<file path="src/rtl/switch_step_debouncer.sv">
// rtl/switch_step_debouncer.sv - two-flop synchronizer, counter debouncer, press/release pulses
// and a step pulse stream with hold-to-auto-repeat.
module switch_step_debouncer #(
  parameter int DEBOUNCE_LIMIT = 250000,
  parameter int REPEAT_DELAY   = 12500000,
  parameter int REPEAT_RATE    = 2500000
) (
  input  logic i_Clk,
  input  logic i_Reset,
  input  logic i_Switch,
  input  logic i_Repeat_En,
  output logic o_Switch,
  output logic o_Press,
  output logic o_Release,
  output logic o_Step
);

  localparam int CW   = (DEBOUNCE_LIMIT > 1) ? $clog2(DEBOUNCE_LIMIT) : 1;
  localparam int TMAX = (REPEAT_DELAY > REPEAT_RATE) ? REPEAT_DELAY : REPEAT_RATE;
  localparam int TW   = (TMAX > 1) ? $clog2(TMAX) : 1;

  localparam logic [CW-1:0] DB_LAST = CW'(DEBOUNCE_LIMIT - 1);
  localparam logic [TW-1:0] RD_LAST = TW'(REPEAT_DELAY - 1);
  localparam logic [TW-1:0] RR_LAST = TW'(REPEAT_RATE - 1);
  localparam logic [TW-1:0] T_ZERO  = '0;
  localparam logic [TW-1:0] T_ONE   = TW'(1);

  typedef enum logic [1:0] {
    IDLE        = 2'd0,
    HOLD_DELAY  = 2'd1,
    HOLD_REPEAT = 2'd2
  } state_t;

  logic          sync1;
  logic          sync2;
  logic [CW-1:0] db_cnt;
  logic          accept;
  logic          sw_next;
  state_t        state;
  logic [TW-1:0] timer;

  // accept marks the edge on which o_Switch takes the synced level
  assign accept  = (sync2 != o_Switch) && (db_cnt == DB_LAST);
  assign sw_next = accept ? sync2 : o_Switch;

  always_ff @(posedge i_Clk or posedge i_Reset) begin
    if (i_Reset) begin
      sync1     <= 1'b0;
      sync2     <= 1'b0;
      db_cnt    <= '0;
      o_Switch  <= 1'b0;
      o_Press   <= 1'b0;
      o_Release <= 1'b0;
    end else begin
      sync1     <= i_Switch;
      sync2     <= sync1;
      o_Switch  <= sw_next;
      o_Press   <= accept & sync2;
      o_Release <= accept & ~sync2;
      if (sync2 == o_Switch || accept) begin
        db_cnt <= '0;
      end else begin
        db_cnt <= db_cnt + 1'b1;
      end
    end
  end

  // timer counts edges since the last step; a disabled hold parks it at 1.
  // Expiry steps are gated by sw_next so a coincident release suppresses them.
  always_ff @(posedge i_Clk or posedge i_Reset) begin
    if (i_Reset) begin
      state  <= IDLE;
      timer  <= '0;
      o_Step <= 1'b0;
    end else begin
      o_Step <= 1'b0;
      case (state)
        IDLE: begin
          timer <= T_ZERO;
          if (accept && sync2) begin
            o_Step <= 1'b1;
            state  <= HOLD_DELAY;
          end
        end
        HOLD_DELAY: begin
          if (!o_Switch) begin
            state <= IDLE;
            timer <= T_ZERO;
          end else if (!i_Repeat_En) begin
            timer <= T_ONE;
          end else if (timer == RD_LAST) begin
            o_Step <= sw_next;
            timer  <= T_ZERO;
            state  <= HOLD_REPEAT;
          end else begin
            timer <= timer + 1'b1;
          end
        end
        HOLD_REPEAT: begin
          if (!o_Switch) begin
            state <= IDLE;
            timer <= T_ZERO;
          end else if (!i_Repeat_En) begin
            timer <= T_ONE;
            state <= HOLD_DELAY;
          end else if (timer == RR_LAST) begin
            o_Step <= sw_next;
            timer  <= T_ZERO;
          end else begin
            timer <= timer + 1'b1;
          end
        end
        default: begin
          state <= IDLE;
          timer <= T_ZERO;
        end
      endcase
    end
  end

endmodule

</file>
<file path="config.mk">
export PLATFORM = sky130hd
export DESIGN_NAME = switch_step_debouncer
export DESIGN_NICKNAME = d
export VERILOG_FILES = /design/src/rtl/switch_step_debouncer.sv
export SDC_FILE = /design/constraint.sdc
export NUM_CORES = 1
export LEC_CHECK = 0
export ABC_AREA = 1
export BUFFER_PORTS_ARGS = -buffer_cell sky130_fd_sc_hd__buf_2
export CORE_MARGIN = 2
export CORE_UTILIZATION = 50
export CTS_BUF_LIST = sky130_fd_sc_hd__clkbuf_16
export CTS_CLUSTER_DIAMETER = 60
export DETAILED_ROUTE_END_ITERATION = 8
export GPL_TIMING_DRIVEN = 0
export MAX_ROUTING_LAYER = met4
export PLACE_DENSITY_LB_ADDON = 0.1
export SLEW_MARGIN = 20
export SYNTH_ARGS = -nofsm -noshare
export SYNTH_HDL_FRONTEND = slang
export SYNTH_SLANG_ARGS = --single-unit
</file>
<file path="constraint.sdc">
create_clock -name i_Clk -period 3.74 [get_ports i_Clk]
set_input_delay 0.748 -clock i_Clk [delete_from_list [all_inputs] [get_ports i_Clk]]
set_output_delay 0.748 -clock i_Clk [all_outputs]
set_load 0.1 [all_outputs]
</file>
==> results.py, run 1 <==
metrics = {
    "yosys": {
        "ys_warn_count": 0,
        "syn-cell-area_sq_um": 2800,
        "yosysSeqAreaShare_pct": 44.7,
        "yosysUniqueCellTypes": 25,
        "syn_avg_cell_area_sq_um": 7.76,
        "synthCells": 361,
        "ys_seq_elements": 50,
        "synth_fp_nets": 371,
    },
    "timing": {
        "tightest_slew_ps": 629,
        "slew_viol_final": 0,
        "fmax_mhz": 509,
        "finalSetupViolCount": 0,
        "holdWs_ps": 352,
        "rsz0062_at_grt": "no",
        "fin_crit_ps": 1970,
        "tns_ps": 0,
        "slew_headroom_pct": 58.0,
        "hold_viol": 0,
        "fin_worst_skew_ps": 4.47,
        "min_period_over_period_pct": 52.5,
    },
    "cells_and_area": {
        "n_antenna_cell": 0,
        "final_common_cell": "nor2_1",
        "fill_cells": 547,
        "multi_input_area_sq_um": 1330,
        "areaGrowthSynthToFinish_pct": 11.5,
        "seqCellArea_sq_um": 1250,
        "final_util_pct": 57.0,
        "drive_gt1_share_pct": 11.4,
        "final_cell_mix": "nor2_1 (71), nand2_1 (69), dfrtp_1 (50)",
        "final_cells": 449,
        "nets": 386,
    },
    "route": {
        "drt_pass1_iterations": 4,
        "ant_nets": 0,
        "initialDrtViolationCount": 126,
        "vias": 2195,
        "routed_wl_microns": 5510,
        "drc": 0,
        "via_per_inst": 4.89,
        "avgRoutedWirePerCell_microns": 12.3,
    },
    "setup_path": {
        "crit_buf_inv": 1,
        "crit_start": "o_Switch",
        "r2r_setup_slack_ps": 1960,
        "r2r_end": "timer[22]",
        "cp.arrival_ps": 1220,
        "path_max_fanout": 6,
        "crit_path_end_kind": "output port",
        "critPathLaunchType": "flip-flop",
        "reg2reg_from": "timer[0]",
        "crit_path_top_delay_cell": "buf_2",
        "crit_family": "buffers and inverters",
        "critPathKind": "flip-flop to output port",
        "crit_required_ps": 2990,
        "cp_slowest_stage_delay_ps": 470,
        "path_cells": "buf_2",
        "reg2reg_depth": 11,
    },
    "global_routing": {
        "grtUsageTotal_pct": 20.9,
        "grt_pass1_wl_microns": 9900,
        "overflow": 0,
        "grt_max_degree": 30,
        "grt_pass1_vias": 2173,
        "antenna_found_initial": 0,
    },
    "worst_hold_path": {
        "whs_endpoint": "sync2",
        "min-delay-path-class": "flip-flop to flip-flop",
        "holdPathStages": 0,
        "worstHoldStart": "sync1",
    },
    "clock_tree": {
        "cts_tree": "yes",
        "clock_sinks": 50,
        "clk_latency_ps": 290,
        "cts_hold_buf": 0,
        "root_buffer": "clkbuf_16",
        "cts.repair.resized": 0,
        "cts_buffers": 5,
        "postCtsSetupRepairBufs": 0,
        "clockBufferDepth": 2,
        "clkTransAtPathRegs_ps": 70,
        "cts_htree_levels": 2,
    },
    "placed_design": {
        "dpl.hpwl_microns": 4170,
        "gp_congestion": 0.884,
        "post-place-cells": 441,
        "portBuffers": 7,
    },
    "floorplanning": {
        "initial_core_util_pct": 51.2,
        "placementRows": 27,
        "dieArea_sq_um": 6210,
        "pin_count": 8,
        "core_sq_um": 5470,
        "die_x_microns": 78.8,
        "die_y_microns": 78.8,
    },
    "power": {
        "leakagePower_uw": 0.00134,
        "total_power_uw": 1090,
        "max-vdd-ir-drop_v": 0.000228,
        "p_per_area_nw_per_um2": 349,
    },
    "run_status": {
        "outcome": "completed",
    },
    "flow_run": {
        "maxCapViolCount": 0,
    },
}
## sequential cells by signal, indices dropped and copies added, names as in the netlist
register,cells
db_cnt,18
o_Press,1
o_Release,1
o_Step,1
o_Switch,1
state,2
sync1,1
sync2,1
timer,24
## logic make-up (layout without fill, tap and decap cells)
family          Yosys count  after routing  synth area share (%)
flops                    50             50                  44.7
compound gates           20             20                  3.84
simple gates            207            207                  33.5
xor+xnor                 24             24                  7.51
fa+ha+maj                 6              6                  2.68
buf+inv                  54             70                  7.77
## Yosys cell counts
cell type / number / area [sq um]
nand2_2: 9 / 56.3
nand3_2: 1 / 10.0
ha_1: 6 / 75.1
nor3_2: 2 / 20.0
inv_1: 50 / 188
o21a_1: 2 / 15.0
nor3_1: 15 / 75.1
nor2_1: 71 / 267
nand3_4: 1 / 17.5
inv_2: 2 / 7.51
nor2_2: 7 / 43.8
nor2_4: 2 / 22.5
o21ai_0: 7 / 35.0
nand2_1: 69 / 259
dfrtp_1: 50 / 1250
nor4_1: 2 / 12.5
nand3_1: 18 / 90.1
nor3b_1: 1 / 7.51
xnor2_1: 6 / 52.6
a21oi_1: 10 / 50.1
nand4_1: 8 / 50.1
buf_6: 2 / 22.5
a21boi_0: 1 / 7.51
xor2_1: 18 / 158
nand3b_1: 1 / 7.51
## worst max-delay path by stage
stage | to | slack (ps) | depth (start not counted)
4_1_cts | o_Switch | 1770 | 1
3_5_place_dp | db_cnt[6] | 1960 | 8
2_1_floorplan | db_cnt[0] | 1790 | 1
3_3_place_gp | timer[19] | 1130 | 2
5_1_grt | o_Switch | 1720 | 1
6_report | o_Switch | 1770 | 1
## power breakdown
part / internal (uW) / switching, uW
clock: 317 / 202
combinational: 7.07 / 18.0
sequential: 544 / 2.15
total: 868 / 222
## metrics by stage
stage | setup WS (ps) | area [sq um]
2_1_floorplan | 1790 | 2800
3_3_place_gp | 1130 | 2930
3_5_place_dp | 1960 | 2950
4_1_cts | 1770 | 3120
5_1_grt | 1720 | 3120
6_report | 1770 | 3120
## final cells by class
type	instances	share of cell area (%)
Multi-Input combinational cell	257	42.6
Clock buffer	5	4.01
Inverter	52	6.25
Clock inverter	3	1.40
Sequential cell	50	40.1
Timing Repair Buffer	8	2.00
Buffer	2	0.721
Tap cell	72	2.89
## routing by layer
metal  part of all wire (%)  global-route usage [%]  wire length (microns)
met2                     44                    32.4                   2440
met1                     51                    28.6                   2780
met5                      0                       -                      0
met3                    3.8                    3.75                    212
met4                    1.3                    5.69                     70
(Power assumes the default switching activity.)
==> inputs of run 2 (changes only) <==
Settings changed: ABC_AREA 1 to 0.
Clock period 3.74 ns to 1.8 ns, I/O delays scaled along.
==> run 2 against run 1 <==
Compared with the run above: the flow now finishes with violations (negative setup slack); sequential share of layout area down 0.26 points; worst hold slack lost 310 ps; clock skew is 2.1 ps higher; final area grew 0.84%; via count down 13%; register-to-register slack worse by 2400 ps; clock-buffer cell count is the same; critical endpoint is now timer[20]; area after synthesis fell by 9.9%.
==> results.py, run 2 <==
metrics = {
    "timing": {
        "slew_headroom_pct": 48.5,
        "hold_viol": 0,
        "fin_worst_skew_ps": 6.56,
        "min_period_over_period_pct": 124,
        "rsz0062_at_grt": "yes",
        "tns_ps": -10250,
        "fin_crit_ps": 2240,
        "setup_ws_ps": -437,
        "fmax_mhz": 447,
        "tightest_slew_ps": 767,
        "finalSetupViolCount": 27,
        "slew_viol_final": 0,
    },
    "floorplanning": {
        "initial_core_util_pct": 52.7,
        "core_sq_um": 4790,
        "pin_count": 8,
        "die_y_microns": 75.0,
        "placementRows": 25,
        "dieArea_sq_um": 5630,
        "die_x_microns": 75.0,
    },
    "cells_and_area": {
        "nets": 304,
        "areaGrowthSynthToFinish_pct": 24.7,
        "final_common_cell": "dfrtp_1",
        "drive_gt1_share_pct": 24.7,
        "largest_register_ffs": 24,
        "largestRegisters": "timer (24), db_cnt (18), state (2)",
        "top_register": "timer",
        "final_cell_mix": "dfrtp_1 (48), nor2_1 (43), xor2_1 (25)",
        "n_antenna_cell": 0,
    },
    "run_status": {
        "violations": "negative setup slack",
        "outcome": "finished with violations",
    },
    "setup_path": {
        "cp.arrival_ps": 2410,
        "path_max_fanout": 5,
        "crit_path_top_delay_cell": "or4_4",
        "path_common_cell": "or4_4",
        "cp_slowest_stage_delay_ps": 530,
        "critPathLaunchType": "flip-flop",
        "crit_buf_inv": 2,
        "crit_required_ps": 1970,
        "critPathKind": "flip-flop to flip-flop",
        "crit_family": "simple AND/OR/NAND/NOR gates",
        "path_cells": "or4_4, or4_4, o21ba_4, o211ai_4, buf_4, buf_6, nor2_1",
        "crit_path_end_kind": "flip-flop",
    },
    "yosys": {
        "synthCells": 256,
        "synth_area_leader_cell": "dfrtp_1",
        "synthMuxAreaShare_pct": 0.446,
        "synthTopCellsByArea": "dfrtp_1 (50%), xor2_1 (8.7%), nor2_1 (7.4%)",
        "syn-cell-area_sq_um": 2520,
        "ys.flop_type": "dfrtp_1",
        "async_flop_share_pct": 100,
        "ys_warn_count": 0,
        "synth_top_area_share_pct": 49.6,
        "yosys-top-cells-count": "dfrtp_1 (50), nor2_1 (50), xor2_1 (25), nand2_1 (17)",
        "synth_xor_area_share_pct": 13.5,
        "syn_avg_cell_area_sq_um": 9.86,
        "ys_seq_elements": 50,
        "synth_top_family_by_area": "simple AND/OR/NAND/NOR gates",
        "synth_compound_area_share_pct": 3.77,
        "synth_fp_nets": 266,
        "yosysUniqueCellTypes": 37,
        "yosysSeqAreaShare_pct": 49.6,
        "synth_edf_count": 0,
        "yosys.area_share.simple_pct": 27.2,
        "synth-adder-area-share_pct": 2.97,
    },
    "global_routing": {
        "grt_pass1_wl_microns": 8390,
        "grtUsageTotal_pct": 20.4,
        "antenna_found_initial": 0,
        "grt_pass1_vias": 1859,
        "overflow": 0,
        "grt_max_degree": 35,
    },
    "clock_tree": {
        "clkTransAtPathRegs_ps": 70,
        "clock_sinks": 50,
        "cts_htree_levels": 2,
        "clk_latency_ps": 280,
        "clockBufferDepth": 2,
        "cts_tree": "yes",
        "root_buffer": "clkbuf_16",
        "cts_buffers": 5,
        "cts_hold_buf": 0,
    },
    "route": {
        "drt_pass1_iterations": 4,
        "ant_nets": 0,
        "via_per_inst": 5.25,
        "vias": 1900,
        "avgRoutedWirePerCell_microns": 14.1,
        "initialDrtViolationCount": 67,
        "routed_wl_microns": 5090,
        "drc": 0,
    },
    "placed_design": {
        "portBuffers": 7,
        "gp_congestion": 0.839,
        "dpl.hpwl_microns": 3240,
    },
    "power": {
        "total_power_uw": 2230,
        "leakagePower_uw": 0.00133,
        "p_per_area_nw_per_um2": 708,
        "max-vdd-ir-drop_v": 0.000525,
    },
    "flow_run": {
        "maxCapViolCount": 0,
    },
    "worst_hold_path": {
        "min-delay-path-class": "input port to asynchronous set/reset pin",
    },
}
## run 2: cell count changes after synthesis, sizes merged, moves of 7 or more
cell,previous run,this run
a21oi,10,3
and3,0,8
inv,52,9
nand2,78,17
nor2,80,50
nor3,17,5
xnor2,6,14
xor2,18,25
## run 2: area by class of cell
class | instances | area [sq um]
Buffer | 3 | 26.3
Clock buffer | 5 | 125
Clock inverter | 3 | 40.0
Fill cell | 388 | 1640
Inverter | 9 | 33.8
Multi-Input combinational cell | 193 | 1340
Sequential cell | 50 | 1250
Tap cell | 67 | 83.8
Timing Repair Buffer | 32 | 248
## run 2: metal layers
| metal | share of wire, % | vias to the layer above | track usage (%) |
|---|---|---|---|
| met3 | 2.9 | 9 | 4.28 |
| met1 | 47 | 923 | 26.0 |
| met2 | 48 | 22 | 32.4 |
| li1 | - | 946 | - |
| met5 | 0 | - | - |
| met4 | 1.5 | 0 | 7.34 |
## run 2: stage by stage
stage	utilization (%)	hold slack, ps	setup WS (ps)	cells	instance area (sq um)
final	65.8	44.2	-437	362	3150
after global routing	65.8	81.7	-477	362	3150
after CTS	64.7	56.7	-383	361	3090
after detailed placement	56.0	359	-492	331	2680
after global placement	55.6	366	-557	330	2660
after floorplan	-	331	-258	256	2540
## run 2: final timing paths
kind                           start         to  slack, ps  cells past startpoint
setup / recovery           timer[11]  timer[20]       -440                      7
hold / removal               i_Reset   state[0]         40                      2
setup reg to reg           timer[11]  timer[20]       -440                      7
hold reg to reg                sync1      sync2        380                      0
max in group asynchronous    i_Reset   o_Switch       1250                      3
min in group i_Clk          i_Switch      sync1        180                      1
## run 2: power by group
group          switching (uW)  internal (uW)
registers                6.14           1130
clock network             389            650
logic                    38.4           14.8
total                     433           1800
## run 2: logic make-up after synthesis
family                     after synthesis
and+or+nand+nor                        135
DFF                                     50
xor gates and xnor gates                39
buffers and inverters                   13
AOI/OAI and AO/OA                       12
adders and majority gates                6
muxes                                    1
## run 2: worst register-to-register path: cells and delay by family (launching register included)
family / cells / cell delay (ps)
buffers and inverters: 2 / 280
AND/OR/NAND/NOR: 3 / 1020
AO/OA/AOI/OAI: 2 / 430
flip-flops: 1 / 400
## run 2: timing repair
item | CTS | global route
setup buffers | 20 | 2
endpoints found under the setup margin | 44 | 37
cloned | 2 | 0
pin swaps | 8 | 8
gates resized for setup | 24 | 14
==> inputs of run 3 (changes only) <==
Settings changed: BUFFER_PORTS_ARGS -buffer_cell sky130_fd_sc_hd__buf_2 to not set, DONT_BUFFER_PORTS set to 1.
==> run 3 against run 2 <==
Compared with the run above: the flow still finishes with violations (negative setup slack); clock-buffer cell count unchanged; clock power is essentially flat; global-route usage increased by 1.3 points; non-clock buffer count decreased by 6; die area stayed put; wire length barely moved; first-iteration DRC count rose by 48%; sequential cell count unchanged; sequential share of layout area fell by 0.054 points; combinational power down 5.8%; sequential power hardly changed; critical path type unchanged; critical endpoint unchanged; largest cell class unchanged.
==> results.py, run 3 (synthesis gave the netlist of run 2 again) <==
metrics = {
    "run_status": {
        "outcome": "finished with violations",
        "violations": "negative setup slack",
    },
    "route": {
        "met3_length_microns": 206,
        "drc": 0,
        "drt-met1-wl_microns": 2280,
        "top_layer": "met4",
        "routed_wl_microns": 5090,
        "avgRoutedWirePerCell_microns": 14.3,
        "route.met2.wl_microns": 2510,
        "vias": 1875,
        "drt_pass1_iterations": 4,
        "initialDrtViolationCount": 99,
        "ant_nets": 0,
        "via_per_inst": 5.27,
    },
    "cells_and_area": {
        "top_register": "timer",
        "seqCellArea_sq_um": 1260,
        "largest_register_ffs": 24,
        "final_area_sq_um": 3160,
        "areaGrowthSynthToFinish_pct": 25.3,
        "drive_gt1_share_pct": 24.2,
        "n_antenna_cell": 0,
        "nets": 298,
        "final_cell_mix": "dfrtp_1 (47), nor2_1 (44), xor2_1 (24)",
        "fill_cells": 381,
        "multi_input_area_sq_um": 1360,
        "largestRegisters": "timer (24), db_cnt (18), state (2)",
        "final_common_cell": "dfrtp_1",
    },
    "global_routing": {
        "grtUsageTotal_pct": 21.8,
        "antenna_found_initial": 0,
        "grt_max_degree": 32,
        "grt_pass1_vias": 1881,
        "overflow": 0,
        "grt_pass1_wl_microns": 8980,
    },
    "timing": {
        "tightest_slew_ps": 869,
        "min_period_over_period_pct": 122,
        "fin_crit_ps": 2200,
        "holdWs_ps": 92.9,
        "finalSetupViolCount": 27,
        "hold_viol": 0,
        "setup_ws_ps": -400,
        "slew_headroom_pct": 42.1,
        "slew_viol_final": 0,
        "fin_worst_skew_ps": 5.99,
        "rsz0062_at_grt": "yes",
        "fmax_mhz": 454,
    },
    "setup_path": {
        "critPathKind": "flip-flop to flip-flop",
        "reg2reg_from": "timer[11]",
        "crit_path_end_kind": "flip-flop",
        "r2r_setup_slack_ps": -400,
        "cp.arrival_ps": 2380,
        "crit_start": "timer[11]",
        "critPathLaunchType": "flip-flop",
        "crit_required_ps": 1980,
        "path_max_fanout": 5,
    },
    "placed_design": {
        "portBuffers": 0,
        "gp_congestion": 0.877,
        "placed_cell_area_sq_um": 2650,
        "dpl.hpwl_microns": 3320,
        "place_ws_ps": -423,
    },
    "floorplanning": {
        "die_y_microns": 75.0,
        "pin_count": 8,
        "initial_core_util_pct": 52.7,
        "die_x_microns": 75.0,
        "placementRows": 25,
        "core_sq_um": 4790,
        "dieArea_sq_um": 5630,
    },
    "power": {
        "leakagePower_uw": 0.00133,
        "max-vdd-ir-drop_v": 0.000487,
        "p_per_area_nw_per_um2": 714,
    },
    "clock_tree": {
        "clk_latency_ps": 290,
        "clockBufferDepth": 2,
        "cts_tree": "yes",
        "clkTransAtPathRegs_ps": 70,
        "root_buffer": "clkbuf_16",
        "clock_sinks": 50,
        "cts_htree_levels": 2,
        "cts_buffers": 5,
    },
    "worst_hold_path": {
        "worstHoldStart": "i_Switch",
        "min-delay-path-class": "input port to flip-flop",
    },
    "flow_run": {
        "maxCapViolCount": 0,
    },
}
-- run 3: cell count changes in the layout (fill, tap and decap cells not counted), sizes merged --
cell / before / now
dlygate4sd3: 0 / 1
inv: 9 / 10
clkinv: 2 / 1
buf: 34 / 27
-- run 3: cell type report --
class                   count  share of cell area (%)
clock inverters             3                    1.39
repair buffers             26                    7.36
multi-input cells         193                    42.9
flip-flops and latches     50                    39.8
well taps                  67                    2.65
inverters                   9                    1.07
plain buffers               3                   0.871
clock buffers               5                    3.96
-- run 3: power by group --
| group | leakage (uW) | switching (uW) | internal, uW | total [uW] |
|---|---|---|---|---|
| logic | 0.000562 | 35.8 | 14.3 | 50.1 |
| registers | 0.000686 | 6.57 | 1130 | 1140 |
| clock network | 0.0000842 | 411 | 658 | 1070 |
| total | 0.00133 | 453 | 1800 | 2260 |
-- run 3: critical path, cell delays in order (launching register included) --
cell and delay (ps):
dfrtp_1 380, or4_1 520, or4_4 440, o21ba_4 220, o211ai_4 210, buf_6 150
buf_6 120, nor2_1 50
-- run 3: what timing repair did --
item / in CTS / in global routing
cloned: 2 / 0
setup endpoints to repair: 37 / 37
hold buffers: 1 / 0
gates resized for setup: 31 / 17
buffers inserted: 18 / 5
hold endpoints to repair: 19 / 0
pin swaps: 16 / 7
-- run 3: final timing paths --
kind                             end  cells past startpoint
setup / recovery           timer[20]                      7
hold reg to reg                sync2                      0
hold / removal                 sync1                      0
min in group asynchronous  timer[12]                      2
max in group asynchronous  db_cnt[8]                      3
setup reg to reg           timer[20]                      7
-- run 3: metal layers --
metal  global-route usage (%)  vias to the layer above
met5                        -                        -
met4                     7.74                        0
met3                     4.55                       11
met2                     33.0                       34
met1                     28.9                      897
li1                         -                      933
-- run 3: per-stage QoR --
step                      TNS, ps  instances  util, %  power, uW
after floorplan             -5710        256        -       1190
after global placement     -26850        323     54.8       1200
after detailed placement   -13470        324     55.3       1210
after CTS                   -8900        353     64.3       2280
after global routing       -10890        356     66.1       2340
final                       -9410        356     66.1       2260
